--- config.mk ---
export PLATFORM = sky130hd
export DESIGN_NAME = key_generator
export DESIGN_NICKNAME = d
export VERILOG_FILES = /design/src/rtl/key_generator.sv
export SDC_FILE = /design/constraint.sdc
export NUM_CORES = 1
export LEC_CHECK = 0
export CAP_MARGIN = 20
export CORE_MARGIN = 2
export CORE_UTILIZATION = 56
export CTS_BUF_LIST = sky130_fd_sc_hd__clkbuf_4
export DETAILED_ROUTE_END_ITERATION = 7
export GPL_TIMING_DRIVEN = 0
export HOLD_SLACK_MARGIN = 0.02
export PLACE_DENSITY = 0.87
export SYNTH_ARGS = -nofsm -noshare
export SYNTH_HDL_FRONTEND = slang
export SYNTH_SLANG_ARGS = --single-unit
--- constraint.sdc ---
create_clock -name clk -period 3.4 [get_ports clk]
set_clock_uncertainty 0.05 [all_clocks]
set_input_delay 0.51 -clock clk [delete_from_list [all_inputs] [get_ports clk]]
set_output_delay 0.51 -clock clk [all_outputs]
set_load 0.01 [all_outputs]
--- src/rtl/key_generator.sv ---
// Candidate-key sequencer: steps a 24-bit trial key through KEY_LOWER..KEY_UPPER,
// one step per rising edge of start, with a finished pulse and a sticky terminated flag.
module key_generator #(
  parameter logic [23:0] KEY_LOWER = 24'h000000,
  parameter logic [23:0] KEY_UPPER = 24'h3FFFFF
) (
  input  logic        clk,
  input  logic        reset,
  input  logic        start,
  output logic        finished,
  output logic        terminated,
  output logic [23:0] key
);

  typedef enum logic [1:0] {
    IDLE,
    ADVANCE,
    ACK,
    EXHAUSTED
  } state_t;

  state_t      state, state_d;
  logic        start_q;
  logic        rise;
  logic [23:0] key_d;
  logic        finished_d;
  logic        terminated_d;

  // start_q resets high so a start already asserted at reset release is not a request
  assign rise = start & ~start_q;

  always_ff @(posedge clk or negedge reset) begin
    if (!reset) begin
      state      <= IDLE;
      start_q    <= 1'b1;
      key        <= KEY_LOWER;
      finished   <= 1'b0;
      terminated <= 1'b0;
    end else begin
      state      <= state_d;
      start_q    <= start;
      key        <= key_d;
      finished   <= finished_d;
      terminated <= terminated_d;
    end
  end

  always_comb begin
    state_d      = state;
    key_d        = key;
    finished_d   = finished;
    terminated_d = terminated;
    case (state)
      IDLE: begin
        // the >= test stops the key before it could wrap past KEY_UPPER
        if (rise) state_d = (key >= KEY_UPPER) ? EXHAUSTED : ADVANCE;
      end
      ADVANCE: begin
        key_d      = key + 24'd1;
        finished_d = 1'b1;
        state_d    = ACK;
      end
      ACK: begin
        finished_d = 1'b0;
        state_d    = IDLE;
      end
      EXHAUSTED: begin
        terminated_d = 1'b1;
        finished_d   = 1'b0;
      end
      default: state_d = IDLE;
    endcase
  end

endmodule

==> flow_summary_export.csv <==
group,metric,value,unit
clock_tree,ctsResizeCount,0,
global_route,grt_start_max_net_pins,18,
layout,final_core_utilization,0.772,
drt,vias_per_cell,5.54,
clock_tree,cts_hold_buf,0,
sta,totalNegativeSetupSlack,0,ns
worst_hold_path,hp-class,"flop to flop",
floorplan,fp-row-count,17,
sta,rsz0062_at_grt,"no",
worst_setup_path,max_stage_delay,0.42,ns
drt,wl_per_cell,15.1,um
logic_synthesis,synth_nets,123,
drt,antenna_left,0,
placed_design,place.gp.congestion,0.771,
floorplan,io_pins,29,
logic_synthesis,syn_area,1350,um^2
sta,max_freq,496,MHz
logic_synthesis,yosysTopAreaCell,"dfrtp_1",
drt,highest_layer,"met4",
power_and_ir_drop,pwr_density_cell,517,nW/um^2
layout,nets,159,
drt,drt_wl_total,2.69,mm
logic_synthesis,synth_edf_count,0,
floorplan,die_area,2820,um^2
power_and_ir_drop,ir_worst_vdd,0.000395,V
sta,slew_headroom,0.553,
sta,setup_violations,0,
placed_design,dpl.hpwl,2.04,mm
drt,wl_met1,1.16,mm
logic_synthesis,yosysTopAreaCellShare,0.519,
global_route,grt_pass1_wl,4.51,mm
worst_setup_path,required,3.58,ns
clock_tree,cts.path.max_buffers,2,
logic_synthesis,yosys_warnings,0,
sta,period_needed,2.02,ns
clock_tree,clock-sinks,29,
layout,antennaDiodeCount,0,
logic_synthesis,seq_area_frac_synth,0.538,
sta,hold_ws,0.437,ns
global_route,grt_pass1_vias,951,
floorplan,die_x,53.1,um
worst_setup_path,crit_slowest_cell,"dfrtp_1",
layout,drive_above_1_share,0.113,
logic_synthesis,avgSynthCellArea,11.7,um^2
clock_tree,post_cts_buffers,0,
sta,worstMarginPinSlew,0.669,ns
drt,drc,0,
logic_synthesis,synthTopCellsByArea,"dfrtp_1 (52%), xnor2_1 (11%), ha_1 (4.6%)",
power_and_ir_drop,p_total,0.900,mW
drt,dr.first_iter.drc_count,13,
worst_setup_path,start_kind,"flop",
worst_setup_path,worstPathCellList,"inv_1, ha_1, buf_2, nand4_1, nor4_4, nand2_1, xnor2_1",
sta,maxSlewViolCount,0,
clock_tree,h-tree-depth,2,
drt,via_count,992,
layout,n_fill_cell,174,
logic_synthesis,synthCells,115,
global_route,antenna_found_initial,0,
clock_tree,clk_pin_slew_worst_paths,0.09,ns
clock_tree,clkLatencyLatePin,0.32,ns
layout,syn_to_final_growth,29.0,%
drt,firstDrtPassIters,4,
status,outcome,"finished clean",
logic_synthesis,synthFlopType,"dfrtp_1",
power_and_ir_drop,total_leakage_power,0.802,nW
clock_tree,root_buffer,"clkbuf_4",
placed_design,io_buffers,28,
clock_tree,cts_tree,"yes",
floorplan,die_h,53.1,um
logic_synthesis,synth_most_common_cell,"dfrtp_1",
worst_setup_path,critPathCaptureType,"flop",
sta,finalHoldViolCount,0,
worst_setup_path,crit_arrival,2.19,ns
floorplan,coreArea,2250,um^2
logic_synthesis,yosys-top-cells-count,"dfrtp_1 (28), xnor2_1 (17), nand2_1 (10), nand4_1 (8)",
worst_setup_path,worstSetupPathType,"flop to flop",
drt,wl_met3,152,um
logic_synthesis,yosysUniqueCellTypes,29,
global_route,grtUsageTotal,0.233,
logic_synthesis,async_flop_share,1.00,
drt,met2_length,1.33,mm
floorplan,initial_core_util,0.599,
clock_tree,numCtsBuffers,5,
sta,fin_crit_sh,0.593,
logic_synthesis,ys_ff_latch,29,
global_route,grt_overflow,0,
flow_run,maxCapViolCount,0,
worst_setup_path,cp_max_fo,7,
stage by stage:
stage               area (um^2)  setup WS (ns)  cells
finish                     1740           1.38    179
CTS                        1740           1.38    179
global route               1740           1.21    179
floorplan                  1350           1.65    115
global placement           1670           1.33    171
detailed placement         1690           1.41    172
power by group:
group / internal [mW] / leakage [nW] / switching [mW] / total, mW
combinational: 0.145 / 0.387 / 0.113 / 0.258
clock: 0.0829 / 0.0292 / 0.111 / 0.194
sequential: 0.393 / 0.386 / 0.0549 / 0.448
total: 0.621 / 0.802 / 0.280 / 0.900
critical path: cells and delay by family (launching register included):
family | cells | cell delay, ns
AND/OR/NAND/NOR | 3 | 0.85
XOR/XNOR | 1 | 0.21
adder cells (fa/ha/maj) | 1 | 0.13
flip-flops | 1 | 0.42
buffers and inverters | 2 | 0.27
cells by family after synthesis:
family | count (synthesis) | share of synthesized area
and+or+nand+nor | 44 | 0.206
DFF | 29 | 0.538
xor gates and xnor gates | 23 | 0.149
buffers and inverters | 7 | 0.0204
AOI/OAI and AO/OA | 6 | 0.0315
adders and majority gates | 5 | 0.0463
muxes | 1 | 0.00834
layout by cell type (no fill, tap or decap), types with 2 or more instances in the layout:
cell type        instances
clkdlybuf4s50_1         28
nor2_1                   3
or2_2                    2
nand4_1                  8
xor2_1                   6
ha_1                     5
nand2_1                 10
clkbuf_4                 6
and4_1                   2
xnor2_1                 17
nand3_1                  6
dfrtp_1                 28
inv_1                    5
and3_1                   6
worst paths after layout:
check                           start         end  slack, ns  cells after the start
min reg2reg                terminated  terminated       0.44                      1
min in group asynchronous       reset     key[18]       0.55                      1
min                        terminated  terminated       0.44                      1
max                          state[1]     key[16]       1.38                      7
max in group asynchronous       reset      key[6]       2.24                      2
max reg2reg                  state[1]     key[16]       1.38                      7
registers in the layout, summed over array words and instances (netlist names):
register    cells
start_q         1
state           2
finished        1
key            24
terminated      1
cell type report:
type | instances | area (um^2) | share of cell area
Timing Repair Buffer | 29 | 308 | 0.177
Tap cell | 28 | 35.0 | 0.0201
Multi-Input combinational cell | 79 | 596 | 0.342
Sequential cell | 29 | 727 | 0.417
Clock buffer | 6 | 45.0 | 0.0259
Inverter | 5 | 18.8 | 0.0108
Clock inverter | 1 | 3.75 | 0.00216
Buffer | 2 | 8.76 | 0.00503
metal layers:
layer  global-route usage  vias up
li1                     -      470
met5                    0        -
met1                0.281      477
met3               0.0819       11
met4               0.0598        0
met2                0.394       34
Note: power is estimated with default switching activity, not from simulation.
